`src/rtl/dna_port_pkg.sv`:
```
// Shared definitions for the device-DNA readout engine: width limits and controller states.
package dna_port_pkg;

   localparam int DNA_WIDTH_MIN     = 8;
   localparam int DNA_WIDTH_MAX     = 256;
   localparam int DNA_WIDTH_DEFAULT = 96;

   // Encodings kept identical to the legacy controller so state probes still decode.
   localparam logic [1:0] ST_IDLE  = 2'd0;
   localparam logic [1:0] ST_LOAD  = 2'd1;
   localparam logic [1:0] ST_SHIFT = 2'd2;
   localparam logic [1:0] ST_HOLD  = 2'd3;

   typedef enum logic [1:0] {
      S_IDLE  = ST_IDLE,
      S_LOAD  = ST_LOAD,
      S_SHIFT = ST_SHIFT,
      S_HOLD  = ST_HOLD
   } dna_state_e;

   function automatic bit dna_width_legal(input int width);
      return (width >= DNA_WIDTH_MIN) && (width <= DNA_WIDTH_MAX);
   endfunction

endpackage

```
`src/rtl/dna_port_reader_if.sv`:
```
// Request/response bundle between a readout consumer and the DNA readout engine.
interface dna_port_reader_if
   import dna_port_pkg::*;
#(
   parameter int DNA_WIDTH = DNA_WIDTH_DEFAULT
);

   logic                 START;
   logic                 RELOAD;
   logic                 ABORT;
   logic                 BUSY;
   logic                 DNA_VALID;
   logic                 DNA_READY;
   logic [DNA_WIDTH-1:0] DNA_DATA;
   logic                 SER_BIT;

   modport master (
      output START,
      output RELOAD,
      output ABORT,
      output DNA_READY,
      input  BUSY,
      input  DNA_VALID,
      input  DNA_DATA,
      input  SER_BIT
   );

   modport slave (
      input  START,
      input  RELOAD,
      input  ABORT,
      input  DNA_READY,
      output BUSY,
      output DNA_VALID,
      output DNA_DATA,
      output SER_BIT
   );

endinterface

```
`src/rtl/dna_shift_chain.sv`:
```
// Behavioural model of the device DNA shift chain: READ loads the ID, SHIFT rotates it out LSB first.
module dna_shift_chain
   import dna_port_pkg::*;
#(
   parameter int                   DNA_WIDTH     = DNA_WIDTH_DEFAULT,
   parameter logic [DNA_WIDTH-1:0] SIM_DNA_VALUE = '0
) (
   input  logic CLK,
   input  logic RST_N,
   input  logic READ,
   input  logic SHIFT,
   input  logic DIN,
   output logic DOUT
);

   logic [DNA_WIDTH-1:0] chain_q, chain_d;
   logic                 dout_q,  dout_d;

   always_comb begin
      chain_d = chain_q;
      dout_d  = dout_q;
      if (READ) begin
         chain_d = SIM_DNA_VALUE;
         dout_d  = SIM_DNA_VALUE[0];
      end else if (SHIFT) begin
         chain_d = {DIN, chain_q[DNA_WIDTH-1:1]};
         dout_d  = chain_q[1];
      end
   end

   // DOUT resets low even though the chain holds the ID; only READ or SHIFT refresh it.
   always_ff @(posedge CLK or negedge RST_N) begin
      if (!RST_N) begin
         chain_q <= SIM_DNA_VALUE;
         dout_q  <= 1'b0;
      end else begin
         chain_q <= chain_d;
         dout_q  <= dout_d;
      end
   end

   assign DOUT = dout_q;

endmodule

```
`src/rtl/dna_port_reader.sv`:
```
// Device-DNA readout engine: loads/shifts the DNA chain, reassembles the ID and offers it on valid/ready.
module dna_port_reader
   import dna_port_pkg::*;
#(
   parameter int                   DNA_WIDTH     = DNA_WIDTH_DEFAULT,
   parameter logic [DNA_WIDTH-1:0] SIM_DNA_VALUE = '0,
   parameter int                   LOOPBACK      = 1
) (
   input  logic               CLK,
   input  logic               RST_N,
   dna_port_reader_if.slave   dna_if
);

   if (!dna_width_legal(DNA_WIDTH)) begin : g_bad_width
      $fatal(1, "dna_port_reader: DNA_WIDTH %0d outside legal range %0d..%0d",
             DNA_WIDTH, DNA_WIDTH_MIN, DNA_WIDTH_MAX);
   end

   if ($bits(dna_if.DNA_DATA) != DNA_WIDTH) begin : g_bad_if_width
      $fatal(1, "dna_port_reader: interface DNA_DATA width %0d differs from DNA_WIDTH %0d",
             $bits(dna_if.DNA_DATA), DNA_WIDTH);
   end

   localparam int             CNT_W    = $clog2(DNA_WIDTH);
   localparam logic [CNT_W-1:0] CNT_LAST = CNT_W'(DNA_WIDTH - 1);

   dna_state_e           state_q,  state_d;
   logic [CNT_W-1:0]     cnt_q,    cnt_d;
   logic [DNA_WIDTH-1:0] shadow_q, shadow_d;
   logic [DNA_WIDTH-1:0] data_q,   data_d;
   logic                 valid_q,  valid_d;

   logic chain_read;
   logic chain_shift;
   logic chain_din;
   logic chain_dout;

   assign chain_din = (LOOPBACK != 0) ? chain_dout : 1'b0;

   dna_shift_chain #(
      .DNA_WIDTH     (DNA_WIDTH),
      .SIM_DNA_VALUE (SIM_DNA_VALUE)
   ) u_chain (
      .CLK   (CLK),
      .RST_N (RST_N),
      .READ  (chain_read),
      .SHIFT (chain_shift),
      .DIN   (chain_din),
      .DOUT  (chain_dout)
   );

   always_comb begin
      state_d     = state_q;
      cnt_d       = cnt_q;
      shadow_d    = shadow_q;
      data_d      = data_q;
      valid_d     = valid_q;
      chain_read  = 1'b0;
      chain_shift = 1'b0;

      case (state_q)
         S_IDLE: begin
            if (dna_if.START && !dna_if.ABORT) begin
               cnt_d   = '0;
               state_d = dna_if.RELOAD ? S_LOAD : S_SHIFT;
            end
         end

         S_LOAD: begin
            if (dna_if.ABORT) begin
               state_d = S_IDLE;
            end else begin
               chain_read = 1'b1;
               cnt_d      = '0;
               state_d    = S_SHIFT;
            end
         end

         // DOUT already shows bit cnt; capturing and shifting on the same edge gives one bit per cycle.
         S_SHIFT: begin
            if (dna_if.ABORT) begin
               state_d = S_IDLE;
            end else begin
               shadow_d[cnt_q] = chain_dout;
               chain_shift     = 1'b1;
               if (cnt_q == CNT_LAST) begin
                  state_d = S_HOLD;
               end else begin
                  cnt_d = cnt_q + CNT_W'(1);
               end
            end
         end

         // First HOLD cycle publishes the completed shadow; afterwards wait for the consumer.
         S_HOLD: begin
            if (!valid_q) begin
               data_d  = shadow_q;
               valid_d = 1'b1;
            end else if (dna_if.DNA_READY) begin
               valid_d = 1'b0;
               state_d = S_IDLE;
            end
         end

         default: begin
            state_d = S_IDLE;
         end
      endcase
   end

   always_ff @(posedge CLK or negedge RST_N) begin
      if (!RST_N) begin
         state_q  <= S_IDLE;
         cnt_q    <= '0;
         shadow_q <= '0;
         data_q   <= '0;
         valid_q  <= 1'b0;
      end else begin
         state_q  <= state_d;
         cnt_q    <= cnt_d;
         shadow_q <= shadow_d;
         data_q   <= data_d;
         valid_q  <= valid_d;
      end
   end

   assign dna_if.BUSY      = (state_q != S_IDLE);
   assign dna_if.DNA_VALID = valid_q;
   assign dna_if.DNA_DATA  = data_q;
   assign dna_if.SER_BIT   = chain_dout;

endmodule

```
`src/flat_wrapper.sv`:
```
// flat-port wrapper written by rule: the top's interface ports become plain ports
module dna_port_reader_flat import dna_port_pkg::*;
#(
   parameter int                   DNA_WIDTH     = DNA_WIDTH_DEFAULT,
   parameter logic [DNA_WIDTH-1:0] SIM_DNA_VALUE = '0,
   parameter int                   LOOPBACK      = 1
)
  (CLK, RST_N, dna_if_START, dna_if_RELOAD, dna_if_ABORT, dna_if_DNA_READY, dna_if_BUSY, dna_if_DNA_VALID, dna_if_DNA_DATA, dna_if_SER_BIT);
  dna_port_reader_if #(.DNA_WIDTH(DNA_WIDTH)) dna_if_i ();
  input  logic CLK;
  input  logic RST_N;
  input wire logic [$bits(dna_if_i.START)-1:0] dna_if_START;
  input wire logic [$bits(dna_if_i.RELOAD)-1:0] dna_if_RELOAD;
  input wire logic [$bits(dna_if_i.ABORT)-1:0] dna_if_ABORT;
  input wire logic [$bits(dna_if_i.DNA_READY)-1:0] dna_if_DNA_READY;
  output wire logic [$bits(dna_if_i.BUSY)-1:0] dna_if_BUSY;
  output wire logic [$bits(dna_if_i.DNA_VALID)-1:0] dna_if_DNA_VALID;
  output wire logic [$bits(dna_if_i.DNA_DATA)-1:0] dna_if_DNA_DATA;
  output wire logic [$bits(dna_if_i.SER_BIT)-1:0] dna_if_SER_BIT;
  assign dna_if_i.START = dna_if_START;
  assign dna_if_i.RELOAD = dna_if_RELOAD;
  assign dna_if_i.ABORT = dna_if_ABORT;
  assign dna_if_i.DNA_READY = dna_if_DNA_READY;
  assign dna_if_BUSY = dna_if_i.BUSY;
  assign dna_if_DNA_VALID = dna_if_i.DNA_VALID;
  assign dna_if_DNA_DATA = dna_if_i.DNA_DATA;
  assign dna_if_SER_BIT = dna_if_i.SER_BIT;
  dna_port_reader #(.DNA_WIDTH(DNA_WIDTH), .SIM_DNA_VALUE(SIM_DNA_VALUE), .LOOPBACK(LOOPBACK)) u_core (.CLK(CLK), .RST_N(RST_N), .dna_if(dna_if_i));
endmodule
```
`config.mk`:
```
export PLATFORM = sky130hd
export DESIGN_NAME = dna_port_reader_flat
export DESIGN_NICKNAME = d
export VERILOG_FILES = /design/src/rtl/dna_port_pkg.sv /design/src/rtl/dna_port_reader_if.sv /design/src/rtl/dna_shift_chain.sv /design/src/rtl/dna_port_reader.sv /design/src/flat_wrapper.sv
export SDC_FILE = /design/constraint.sdc
export NUM_CORES = 1
export LEC_CHECK = 0
export ABC_AREA = 1
export CELL_PAD_IN_SITES_DETAIL_PLACEMENT = 0
export CELL_PAD_IN_SITES_GLOBAL_PLACEMENT = 2
export CORE_MARGIN = 10
export CORE_UTILIZATION = 41
export DETAILED_ROUTE_END_ITERATION = 6
export HOLD_SLACK_MARGIN = 0.06
export PLACE_DENSITY = 0.83
export SYNTH_ARGS = -nofsm -noshare
export SYNTH_HDL_FRONTEND = slang
export SYNTH_SLANG_ARGS = --single-unit
```
`constraint.sdc`:
```
create_clock -name CLK -period 3.66 [get_ports CLK]
set_input_delay 0.732 -clock CLK [delete_from_list [all_inputs] [get_ports CLK]]
set_output_delay 0.732 -clock CLK [all_outputs]
set_load 0.01 [all_outputs]
```
==> implementation parameters <==
Parameter                              Value

Synth
  Primary flip-flop cell chosen by synthesis mapping    sky130_fd_sc_hd__dfrtp_1
  Share of synthesized registers carrying an async set or reset    1.00
  Average size of a mapped cell    10.8 um2
  Sequential cell area fraction in the yosys report    0.635
  Yosys warning count    0
  Unique masters post-synth    22
  Number of synthesized register bits    298
  Post-synth EDFFs    0
  Synthesized Nets    1096
  Mapped cell area    11700 um2
  Synthesized netlist cell count    1089

Clock tree
  Sinks on the clock net    298
  CTS buffer count    30
  CTS tree    done
  CTS H-Tree Depth    1
  # resized after CTS    0
  Root buffer cell    sky130_fd_sc_hd__clkbuf_16
  CTS clock-pin slew for the worst setup and hold paths    0.06 ns
  Post-CTS Hold Buffers    0
  Max clock buf depth    3
  Clock insertion delay at the later pin of the skew report    0.55 ns
  Number of setup buffers added after CTS    0

Power
  Register share of total power    0.443
  Net load switching power    2.60 mW
  Worst-case vdd ir drop    0.460 mV
  Pleak    6.46 nW
  Clock group share of total power    0.355
  Switching portion of total power    0.287
  Power density normalized to cell area    636 nW/um2
  Proportion of power drawn by combinational gates    0.202
  Internal power contribution    6.46 mW

Critical path
  Data arrival time of the worst path    1.89 ns
  Worst setup EP type    output pin
  Kind of critical path    reg2out
  Highest fanout seen on the critical path    13
  Type of origin of the critical path    flop
  Register-to-register setup slack    1.57 ns
  Critical-path top delay cell    sky130_fd_sc_hd__clkdlybuf4s50_1
  Critical path data required time    2.93 ns
  Crit-path leading delay family    buffers and inverters
  Startpoint of the worst register-to-register path    u_core.cnt_q[0]$_DFFE_PN0P_
  Count of buffering cells on the critical path with inverters included    2
  Peak per-stage delay on the critical path    0.57 ns
  Worst Setup SP    u_core.u_chain.chain_q[0]$_DFFE_PN0P_
  Cell Chain, Critical Path    buf_4 -> clkdlybuf4s50_1

Finish
  Commonest non-fill, non-tap cells in the layout    298 x sky130_fd_sc_hd__dfrtp_1, 164 x sky130_fd_sc_hd__nand2_1, 131 x sky130_fd_sc_hd__inv_1
  Area added between synthesis and finish    21.3%
  Net total in the final layout    1195
  N_diodes    0
  Fill cells    2557
  Post-route non-filler standard cell count    1588
  Most common cell after layout, fill and taps aside    sky130_fd_sc_hd__dfrtp_1
  Fraction of final layout cells with drive strength greater than 1    0.149

Place
  Number of instances in the placed design    1534
  Number of port buffers    104
  Routability-driven placement congestion ratio    0.790
  HPWL after detailed placement    17.0 mm

GRT
  Largest net degree at the start of global routing    113
  Wire length of the first global-routing pass    43.8 mm
  Global-route total usage across every layer    0.148
  Met1 track demand over resource    0.203
  Overflow left after global routing    0
  Antenna violations before repair    0
  GR met2 Demand/Resource    0.237
  Number of global-route vias before repair    7840
  Fraction of met3 tracks used by global routing    0.0296
  GRT busiest layer    met2

Job
  Number of max-capacitance violations reported    0

Timing
  Final hold vios    0
  Largest clock skew in the final design    0.0179 ns
  Final slew viol count    0
  Ratio of final minimum period to clock period    0.717
  Shortest clock period the worst path allows after layout    2.62 ns
  Final setup violating endpoints    0
  Pin slew with the least headroom to its limit    0.900 ns
  Worst-case headroom to the max-slew limit    0.398
  Highest attainable clock frequency    381 MHz
  Setup TNS after final layout    0 ns
  RSZ-0062 raised after global routing    false

Worst hold path
  Class of the tightest hold or removal check    in2async

Routing
  Final ANT Viol Nets    0
  Pre-antenna DRT Iters    5
  Number of vias per cell    4.94
  Starting DRC count in detailed routing    480
  Residual DRC count    0
  Post-Route WL    26.5 mm
  Total vias in the final route    7838
  Drt wl/cell    16.7 um

Floorplan
  Number of primary I/O pins    105
  Die Width    189 um
  Number of core rows    61
  Floorplan die area    35800 um2
  Die outline height    189 um
  Standard cell core area    28000 um2
  Starting density of the core    0.419

Outcome
  Status    complete, no violations
worst register-to-register path, stage by stage (launching register included):
cell and delay [ns]:
sky130_fd_sc_hd__dfrtp_1 0.59, sky130_fd_sc_hd__inv_1 0.19, sky130_fd_sc_hd__nor2_1 0.73, sky130_fd_sc_hd__nand2_1 0.20
sky130_fd_sc_hd__nor2_1 0.17, sky130_fd_sc_hd__o21ai_0 0.09
logic make-up (layout without fill, tap and decap cells):
kind of cell / after synthesis / after routing / share of synthesized area
AND/OR/NAND/NOR: 303 / 303 / 0.114
flip-flops: 298 / 298 / 0.635
AO/OA/AOI/OAI: 211 / 211 / 0.100
buffers and inverters: 191 / 312 / 0.0682
multiplexers: 85 / 85 / 0.0815
adder cells (fa/ha/maj): 1 / 1 / 0.00107
Yosys cell counts (5+ instances only):
| library cell | count | area share |
|---|---|---|
| sky130_fd_sc_hd__buf_2 | 22 | 0.0094 |
| sky130_fd_sc_hd__buf_4 | 9 | 0.0058 |
| sky130_fd_sc_hd__clkbuf_1 | 21 | 0.0067 |
| sky130_fd_sc_hd__dfrtp_1 | 298 | 0.64 |
| sky130_fd_sc_hd__inv_1 | 133 | 0.043 |
| sky130_fd_sc_hd__mux2_2 | 85 | 0.082 |
| sky130_fd_sc_hd__nand2_1 | 164 | 0.052 |
| sky130_fd_sc_hd__nand3_1 | 86 | 0.037 |
| sky130_fd_sc_hd__nor2_1 | 28 | 0.0090 |
| sky130_fd_sc_hd__nor2_2 | 15 | 0.0080 |
| sky130_fd_sc_hd__o21ai_0 | 106 | 0.045 |
| sky130_fd_sc_hd__o21ai_1 | 5 | 0.0021 |
| sky130_fd_sc_hd__o22ai_1 | 96 | 0.051 |
through the flow:
step                setup slack, ns  hold slack (ns)  power, mW  utilization  cell area, um2
finish                         1.04            0.260       9.06        0.508           14200
global route                  0.922            0.334       9.55        0.508           14200
CTS                           0.999            0.300       9.16        0.508           14200
detailed placement             1.18            0.460       5.92        0.471           13200
global placement               1.22            0.456       5.88        0.471           13200
floorplan                      2.05            0.436       5.28            -           11700
path summary, 6_finish.rpt:
kind                       depth (start not counted)                                      to
max reg2reg                                        5         u_core.shadow_q[61]$_DFFE_PN0P_
min reg2reg                                        2         u_core.shadow_q[38]$_DFFE_PN0P_
min                                                1  u_core.u_chain.chain_q[58]$_DFFE_PN0P_
min in group CLK                                   2         u_core.shadow_q[38]$_DFFE_PN0P_
max                                                2                          dna_if_SER_BIT
max in group asynchronous                          2  u_core.u_chain.chain_q[93]$_DFFE_PN0P_
power groups by stage:
stage / Sequential [mW] / Combinational [mW] / Clock (mW)
after floorplan: 4.05 / 1.23 / 0
after CTS: 4.01 / 1.85 / 3.30
final: 4.01 / 1.83 / 3.22
after global placement: 4.06 / 1.82 / 0
after global routing: 4.07 / 2.05 / 3.43
after detailed placement: 4.07 / 1.85 / 0
registers in the layout, indices dropped and copies added, names as in the netlist:
signal                   cells
u_core.dna_if.DNA_DATA      96
u_core.u_chain.chain_q      96
u_core.cnt_q                 7
u_core.dna_if.DNA_VALID      1
u_core.state_q               2
u_core.shadow_q             96
area by class of cell:
cell class              instances  area (um2)  share of cell area
multi-input cells             600        3500               0.246
inverters                     136         510              0.0359
clock inverters                 8         143              0.0100
repair buffers                122        1240              0.0874
clock buffers                  46         912              0.0641
well taps                     378         473              0.0332
flip-flops and latches        298        7460               0.524
routing by layer:
metal | wire (um) | part of all wire
met5 | 0 | 0
met4 | 445 | 0.017
met3 | 1340 | 0.050
met2 | 12300 | 0.46
met1 | 12500 | 0.47
No activity file was read; power rests on OpenSTA's default activity.
